## config.mk

```make
export PLATFORM = sky130hd
export DESIGN_NAME = tag_fill_writer
export DESIGN_NICKNAME = d
export VERILOG_FILES = /design/src/rtl/tag_fill_writer.sv
export SDC_FILE = /design/constraint.sdc
export NUM_CORES = 1
export LEC_CHECK = 0
export BUFFER_PORTS_ARGS = -buffer_cell sky130_fd_sc_hd__buf_2
export CAP_MARGIN = 20
export CORE_UTILIZATION = 33
export CTS_CLUSTER_SIZE = 28
export DETAILED_ROUTE_END_ITERATION = 8
export GPL_TIMING_DRIVEN = 0
export PLACE_DENSITY = 0.56
export SLEW_MARGIN = 30
export SYNTH_ARGS = -nofsm -noshare
export SYNTH_HDL_FRONTEND = slang
export SYNTH_SLANG_ARGS = --single-unit
```

## constraint.sdc

```tcl
create_clock -name clk_i -period 2 [get_ports clk_i]
set_clock_uncertainty 0.05 [all_clocks]
set_input_delay 0.5 -clock clk_i [delete_from_list [all_inputs] [get_ports clk_i]]
set_output_delay 0.5 -clock clk_i [all_outputs]
set_load 0.005 [all_outputs]
```

## src/rtl/tag_fill_writer.sv

```systemverilog
// -----------------------------------------------------------------------------
// tag_fill_writer
//
// Write-port sequencer for a small direct-mapped tag array. After reset it
// sweeps every set and writes an invalid entry to each one, then raises
// init_done_o. After that it accepts one fill (tag + valid bit) or one
// invalidate (valid bit cleared) at a time. It turns each request into a
// single registered array write, followed by a one-cycle wr_done_o pulse.
//
// Ports
//   clk_i          : clock, all state changes on the rising edge
//   rst_n_i        : synchronous active-low reset
//   fill_valid_i   : fill request present
//   fill_ready_o   : fill can be accepted this cycle (combinational)
//   fill_index_i   : set to fill
//   fill_tag_i     : tag to store
//   inval_valid_i  : invalidate request present
//   inval_ready_o  : invalidate can be accepted this cycle (combinational)
//   inval_index_i  : set to invalidate
//   arr_we_o       : tag-array write enable (registered)
//   arr_addr_o     : tag-array write address (registered)
//   arr_tag_o      : tag-array write data (registered)
//   arr_vbit_o     : valid bit written alongside arr_tag_o (registered)
//   init_done_o    : sticky, high once the power-on sweep has finished
//   wr_done_o      : one-cycle pulse after each request write
// -----------------------------------------------------------------------------
module tag_fill_writer #(
  parameter int TAG_W   = 4,
  parameter int INDEX_W = 2
) (
  input  logic               clk_i,
  input  logic               rst_n_i,
  input  logic               fill_valid_i,
  output logic               fill_ready_o,
  input  logic [INDEX_W-1:0] fill_index_i,
  input  logic [TAG_W-1:0]   fill_tag_i,
  input  logic               inval_valid_i,
  output logic               inval_ready_o,
  input  logic [INDEX_W-1:0] inval_index_i,
  output logic               arr_we_o,
  output logic [INDEX_W-1:0] arr_addr_o,
  output logic [TAG_W-1:0]   arr_tag_o,
  output logic               arr_vbit_o,
  output logic               init_done_o,
  output logic               wr_done_o
);

  localparam logic [1:0] ST_INIT  = 2'd0;
  localparam logic [1:0] ST_IDLE  = 2'd1;
  localparam logic [1:0] ST_WRITE = 2'd2;
  localparam logic [1:0] ST_DONE  = 2'd3;

  localparam logic [INDEX_W-1:0] LAST_IDX = {INDEX_W{1'b1}};
  localparam logic [INDEX_W-1:0] IDX_ONE  = {{(INDEX_W-1){1'b0}}, 1'b1};

  logic [1:0]         state_q,     state_d;
  logic [INDEX_W-1:0] cnt_q,       cnt_d;
  logic               arr_we_q,    arr_we_d;
  logic [INDEX_W-1:0] arr_addr_q,  arr_addr_d;
  logic [TAG_W-1:0]   arr_tag_q,   arr_tag_d;
  logic               arr_vbit_q,  arr_vbit_d;
  logic               init_done_q, init_done_d;
  logic               wr_done_q,   wr_done_d;

  // Handshake readiness: an invalidate always wins over a fill in IDLE.
  assign inval_ready_o = (state_q == ST_IDLE);
  assign fill_ready_o  = (state_q == ST_IDLE) & ~inval_valid_i;

  // Next-state and next-output logic for the sweep / request FSM.
  always_comb begin
    state_d     = state_q;
    cnt_d       = cnt_q;
    arr_we_d    = arr_we_q;
    arr_addr_d  = arr_addr_q;
    arr_tag_d   = arr_tag_q;
    arr_vbit_d  = arr_vbit_q;
    init_done_d = init_done_q;
    wr_done_d   = wr_done_q;

    case (state_q)
      ST_INIT: begin
        wr_done_d = 1'b0;
        // The last sweep write is already on the outputs, so end the sweep.
        if (arr_we_q && (arr_addr_q == LAST_IDX)) begin
          arr_we_d    = 1'b0;
          init_done_d = 1'b1;
          state_d     = ST_IDLE;
        end else begin
          arr_we_d   = 1'b1;
          arr_addr_d = cnt_q;
          arr_tag_d  = {TAG_W{1'b0}};
          arr_vbit_d = 1'b0;
          // Saturate at the last set; the counter never wraps.
          if (cnt_q != LAST_IDX) begin
            cnt_d = cnt_q + IDX_ONE;
          end else begin
            cnt_d = cnt_q;
          end
        end
      end

      ST_IDLE: begin
        arr_we_d  = 1'b0;
        wr_done_d = 1'b0;
        // Accepting a request loads the write registers directly. The
        // request is then captured and ignores any later input changes.
        if (inval_valid_i) begin
          arr_we_d   = 1'b1;
          arr_addr_d = inval_index_i;
          arr_tag_d  = {TAG_W{1'b0}};
          arr_vbit_d = 1'b0;
          state_d    = ST_WRITE;
        end else if (fill_valid_i) begin
          arr_we_d   = 1'b1;
          arr_addr_d = fill_index_i;
          arr_tag_d  = fill_tag_i;
          arr_vbit_d = 1'b1;
          state_d    = ST_WRITE;
        end else begin
          state_d = ST_IDLE;
        end
      end

      ST_WRITE: begin
        arr_we_d  = 1'b0;
        wr_done_d = 1'b1;
        state_d   = ST_DONE;
      end

      ST_DONE: begin
        arr_we_d  = 1'b0;
        wr_done_d = 1'b0;
        state_d   = ST_IDLE;
      end

      default: begin
        // Unreachable encoding: fall back to a fresh sweep.
        state_d     = ST_INIT;
        cnt_d       = {INDEX_W{1'b0}};
        arr_we_d    = 1'b0;
        arr_addr_d  = {INDEX_W{1'b0}};
        arr_tag_d   = {TAG_W{1'b0}};
        arr_vbit_d  = 1'b0;
        init_done_d = 1'b0;
        wr_done_d   = 1'b0;
      end
    endcase
  end

  // State and output registers with synchronous active-low reset.
  always_ff @(posedge clk_i) begin
    if (!rst_n_i) begin
      state_q     <= ST_INIT;
      cnt_q       <= {INDEX_W{1'b0}};
      arr_we_q    <= 1'b0;
      arr_addr_q  <= {INDEX_W{1'b0}};
      arr_tag_q   <= {TAG_W{1'b0}};
      arr_vbit_q  <= 1'b0;
      init_done_q <= 1'b0;
      wr_done_q   <= 1'b0;
    end else begin
      state_q     <= state_d;
      cnt_q       <= cnt_d;
      arr_we_q    <= arr_we_d;
      arr_addr_q  <= arr_addr_d;
      arr_tag_q   <= arr_tag_d;
      arr_vbit_q  <= arr_vbit_d;
      init_done_q <= init_done_d;
      wr_done_q   <= wr_done_d;
    end
  end

  assign arr_we_o    = arr_we_q;
  assign arr_addr_o  = arr_addr_q;
  assign arr_tag_o   = arr_tag_q;
  assign arr_vbit_o  = arr_vbit_q;
  assign init_done_o = init_done_q;
  assign wr_done_o   = wr_done_q;

endmodule

```

==> metrics, run 1 <==
status=completed; adder and majority gate portion of the synthesized area=10.0%; max capacitance violation total=0; Setup TNS=0 ns; Critical Path AT=2.00 ns; final hold vios=0; slew at the pin closest to its max-slew limit=0.371 ns; register area share after synthesis=37.3%; Worst-path clk slew=0.09 ns; Clk Latency, worst-skew pair=0.28 ns; global route total overflow=0; number of setup buffers added after CTS=0; Starting DRT DRC Count=11; wire per inst=11.2 µm; Routed Antenna Nets=0; CP max-delay cell=or3_1; Ports=24; cell family with most CP delay=simple AND/OR/NAND/NOR gates; Mean Syn Cell Area=9.27 µm²; CTS root buf=clkbuf_4; HP Class=input port to flop; initial antenna violation count=0; Yosys warnings=0; vias per cell=4.83; Cell variety after synth=26; area taken by multi-input logic gates=413 µm²; clock buffer depth=2; M1 GR Usage=17.4%; Die Span Y=49.7 µm; Antenna Cells=0; crit-path max cell delay=0.38 ns; peak supply drop=0.000579 V; critical path required time=2.13 ns; GRT busiest layer=met2; Total Wirelength=1490 µm; fin crit share=93.4%; crit path cell chain=inv_1 > ha_1 > and4_1 > or3_1 > buf_6 > o221a_1; number of global-route vias before repair=559; CTS tree=done; drt pass-1 iters=4; largest family of logic cells by synthesized area=simple AND/OR/NAND/NOR gates; Final Setup Violations=0; relative slew slack=75.1%; met2 usage=19.8%; largest net degree at the start of global routing=11; simple-gate share of the synthesized area=20.5%; Setup crit start kind=flop; Slew Limit Fails=0; Post-Synth XOR/XNOR Area=0%; worst-path fanout max=7; clock sinks=14; most frequent cells in the layout=22 x buf_2, 15 x nand2_1, 14 x dfxtp_1; synthesized instance count=81; pwr dens=1090 nW/µm²; Seq cells post-synth=14; post-synthesis compound-gate area fraction=9.83%; CTS H-Tree Depth=1; HPWL after DPL=1190 µm; EDFF count, synth=0; RSZ-0062 raised after global routing=no; Buffers on Ports=21; Final Util=45.3%; fillcell total=228; synthesized area=751 µm²; most common cell after layout, fill and taps aside=buf_2; drt drc=0; Synth Flop Type=dfxtp_1; grt met3 use=5.86%; Buf+Inv Stages, Crit Path=2; CTS Buf Count=3; crit path capture type=flop; Tot GR Track Use=13.4%; Placed Cells=129; Core ar.=2040 µm²; Site Rows=16; area grow syn2layout=23.3%; Die Wd=49.7 µm; initial core utilization=36.8%; first-pass GRT wire length=2460 µm; gpl congestion=0.835; Layout Cells excl Fill=133; register area=280 µm²; hold slack=0.396 ns; Pleak=0.446 nW; via count=642; achievable frequency=535 MHz; layout cells sized above 1=29.2%; post-cts repair resize count=0; ys async rst share=0%; fin nets=125; Syn Nets=99; Die ar.=2470 µm²; post-layout min period=1.87 ns; post-synthesis mux area share=14.7%; hold buffers post-CTS=0; WS Path Type=flop to flop
[metrics by stage]
| step | power (W) | cell area (µm²) | setup WS, ns |
|---|---|---|---|
| global route | 0.00109 | 926 | 0.0399 |
| floorplan | 0.000701 | 751 | 0.249 |
| finish | 0.00101 | 926 | 0.132 |
| detailed placement | 0.000818 | 890 | 0.144 |
| CTS | 0.00103 | 926 | 0.129 |
| global placement | 0.000808 | 890 | 0.165 |
[cells by family after synthesis]
| logic type | after synthesis |
|---|---|
| AO/OA/AOI/OAI | 10 |
| adder cells (fa/ha/maj) | 6 |
| buffers and inverters | 9 |
| flip-flops | 14 |
| multiplexers | 11 |
| AND/OR/NAND/NOR | 31 |
[final timing paths]
kind,cells after the start,start,to,slack [ns]
max,6,state_q[0]$_SDFFE_PN0P_,arr_addr_o[1]$_SDFFE_PN0P_,0.13
min,3,fill_tag_i[0],arr_tag_o[0]$_SDFFE_PN0P_,0.40
max reg2reg,6,state_q[0]$_SDFFE_PN0P_,arr_addr_o[1]$_SDFFE_PN0P_,0.13
min reg2reg,2,arr_tag_o[2]$_SDFFE_PN0P_,arr_tag_o[2]$_SDFFE_PN0P_,0.41
[flip-flops by register name (all words and copies together), names as in the netlist]
name / flops
init_done_o: 1
arr_tag_o: 4
wr_done_o: 1
arr_addr_o: 2
cnt_q: 2
arr_we_o: 1
state_q: 2
arr_vbit_o: 1
[layout make-up]
class | count | share of cell area [%]
clock buffers | 4 | 3.92
plain buffers | 4 | 4.19
flip-flops and latches | 14 | 30.3
well taps | 27 | 3.65
repair buffers | 21 | 11.4
inverters | 5 | 2.03
multi-input cells | 58 | 44.6
[layer usage]
metal  vias to the layer above  part of all wire (%)
met4                         0                   1.1
li1                        332                     -
met2                        15                    46
met3                         5                   5.6
met1                       290                    47
met5                         -                     0
[cells in the mapped netlist (all sizes together), types with 2 or more instances]
cell | n | area [µm²]
nand2 | 15 | 56.3
dfxtp | 14 | 280
mux2i | 11 | 110
ha | 6 | 75.1
inv | 5 | 18.8
buf | 4 | 38.8
nor2 | 4 | 15.0
o21ai | 3 | 15.0
and2 | 2 | 12.5
nand3 | 2 | 10.0
[worst reg2reg max path, delay by kind of cell, from the launching register on]
family | cells | cell delay (ns)
adders and majority gates | 1 | 0.28
buffers and inverters | 2 | 0.25
AOI/OAI and AO/OA | 1 | 0.21
DFF | 1 | 0.37
and+or+nand+nor | 2 | 0.61
[report_power, final]
group | total (W) | internal (W) | leakage [nW] | switching (W)
Clock | 0.000208 | 0.000111 | 0.0210 | 0.0000967
Sequential | 0.000387 | 0.000339 | 0.114 | 0.0000478
Combinational | 0.000419 | 0.000213 | 0.311 | 0.000205
(Power assumes the default switching activity.)
==> run 2, diff against run 1 <==
--- a/config.mk
+++ b/config.mk
@@ -12,6 +12,7 @@
 export DETAILED_ROUTE_END_ITERATION = 8
 export GPL_TIMING_DRIVEN = 0
 export PLACE_DENSITY = 0.56
+export SETUP_SLACK_MARGIN = 0.2
 export SLEW_MARGIN = 30
 export SYNTH_ARGS = -nofsm -noshare
 export SYNTH_HDL_FRONTEND = slang
==> run 2 against run 1 <==
Compared with the run above:
- maximum frequency grew 7.6%
- sequential share of layout area down 0.38 points
- largest power group unchanged
- total power is 2.6% higher
- worst hold slack better by 0.00052 ns
- count of clock-buffer cells in the layout stayed put
==> metrics, run 2 (synthesis results as in run 1) <==
Layout Cells excl Fill=133 (unchanged); wire per inst=11.4 µm (+2.5%); HPWL after DPL=1190 µm (unchanged); Site Rows=16 (unchanged); max capacitance violation total=0 (unchanged); Tot Pwr=0.00104 W (+2.6%); clock buffer depth=2 (unchanged); Final Setup Violations=0 (unchanged); final hold vios=0 (unchanged); Pleak=0.446 nW (+0.12%); post-layout min period=1.74 ns (-0.133 ns); number of global-route vias before repair=559 (unchanged); Worst-path clk slew=0.09 ns (about the same); Starting DRT DRC Count=8 (-3); CTS root buf=clkbuf_4; WP depth=4 (-2); cell family with most CP delay=flip-flops; slew at the pin closest to its max-slew limit=0.371 ns (+0.000483 ns); CTS tree=done; vias per cell=4.89 (+1.4%); HP Class=input port to flop; number of setup buffers added after CTS=0 (unchanged); WS Path Type=flop to primary output; Setup crit start kind=flop; RSZ-0062 raised after global routing=no; Routed Antenna Nets=0 (unchanged); status=completed; initial antenna violation count=0 (unchanged); Buffers on Ports=21 (unchanged); pwr dens=1100 nW/µm² (+0.43%); drt drc=0 (unchanged); hold path depth=3 (unchanged); crit path cell chain=inv_2 > ha_2 > nor2b_1 > buf_2; global route total overflow=0 (unchanged); area grow syn2layout=26.0%; finished layout cell area=946 µm² (+2.2%); achievable frequency=576 MHz (+7.6%); fin nets=125 (unchanged); Die Wd=49.7 µm (unchanged); area taken by multi-input logic gates=430 µm² (+4.2%); initial core utilization=36.8% (unchanged); Setup TNS=0 ns (unchanged); Slew Limit Fails=0 (unchanged); most common cell after layout, fill and taps aside=buf_2; Final Util=46.3% (+0.98 points); register area=283 µm² (+0.89%); Total Wirelength=1520 µm (+2.5%); Die ar.=2470 µm² (unchanged); gpl congestion=0.835 (unchanged); largest net degree at the start of global routing=11 (unchanged); CTS H-Tree Depth=1 (unchanged); CTS Buf Count=3 (unchanged); first-pass GRT wire length=2460 µm (unchanged); relative slew slack=75.1% (about the same); Clk Latency, worst-skew pair=0.29 ns (about the same); R2R cell count=6 (unchanged); clock sinks=14 (unchanged); fillcell total=229 (+0.44%); Core ar.=2040 µm² (unchanged); most frequent cells in the layout=22 x buf_2, 15 x nand2_1, 12 x dfxtp_1; layout cells sized above 1=35.8% (+6.6 points); Die Span Y=49.7 µm (unchanged); drt pass-1 iters=4 (unchanged); Cell Area, Placed=890 µm² (unchanged); Buf+Inv Stages, Crit Path=2 (unchanged); max reg flops=4 (unchanged); via count=651 (+1.4%); fin crit share=86.8% (-6.6 points); Tot GR Track Use=13.4% (unchanged); crit-path max cell delay=0.34 ns (-0.04 ns); Critical Path AT=1.19 ns (-0.81 ns); Antenna Cells=0 (unchanged); peak supply drop=0.000578 V (about the same); Ports=24 (unchanged); worst-path fanout max=4 (-3); Placed Cells=129 (unchanged); critical path required time=1.45 ns (-0.68 ns); CP max-delay cell=dfxtp_2; crit path capture type=primary output
-- run 2: cell counts in the layout (fill, tap and decap cells not counted) --
No cell type changed its count.
-- run 2: worst paths after layout --
kind              slack (ns)                          to                 startpoint
setup / recovery        0.26                fill_ready_o    state_q[1]$_SDFFE_PN0P_
hold / removal          0.40   arr_tag_o[0]$_SDFFE_PN0P_              fill_tag_i[0]
setup reg to reg        0.29  arr_addr_o[1]$_SDFFE_PN0P_    state_q[0]$_SDFFE_PN0P_
hold reg to reg         0.41   arr_tag_o[2]$_SDFFE_PN0P_  arr_tag_o[2]$_SDFFE_PN0P_
-- run 2: timing repair --
action                     CTS  global route
gates resized for setup      3             5
hold buffers                 0             0
gates cloned                 0             0
pin swaps                    0             0
setup endpoints to repair    1             2
-- run 2: report_power, final --
group	total [W]	internal (W)	leakage (nW)	switching [W]
logic	0.000442	0.000231	0.310	0.000211
clock network	0.000207	0.000111	0.0210	0.0000963
registers	0.000391	0.000341	0.115	0.0000498
-- run 2: cell type report --
type | instances | share of cell area [%]
inverters | 5 | 1.98
multi-input cells | 58 | 45.5
well taps | 27 | 3.57
plain buffers | 4 | 4.10
repair buffers | 21 | 11.1
clock buffers | 4 | 3.84
flip-flops and latches | 14 | 29.9
-- run 2: worst reg2reg max path: stages, from the launching register on --
cell and delay, ns:
dfxtp_2 0.36, inv_2 0.07, ha_4 0.18, and4_1 0.20
or3_1 0.38, buf_6 0.15, o221a_1 0.21
-- run 2: metal layers --
layer / share of wire [%] / track usage [%] / vias up
met1: 47 / 17.4 / 299
met4: 1.2 / 4.29 / 0
li1: - / - / 330
met2: 46 / 19.8 / 17
met5: 0 / 0 / -
met3: 5.7 / 5.86 / 5
-- run 2: metrics by stage --
stage          worst slack [ns]  hold WS, ns
2_1_floorplan             0.249        0.402
3_3_place_gp              0.165        0.390
3_5_place_dp              0.144        0.399
4_1_cts                   0.200        0.394
5_1_grt                   0.202        0.395
6_report                  0.265        0.396
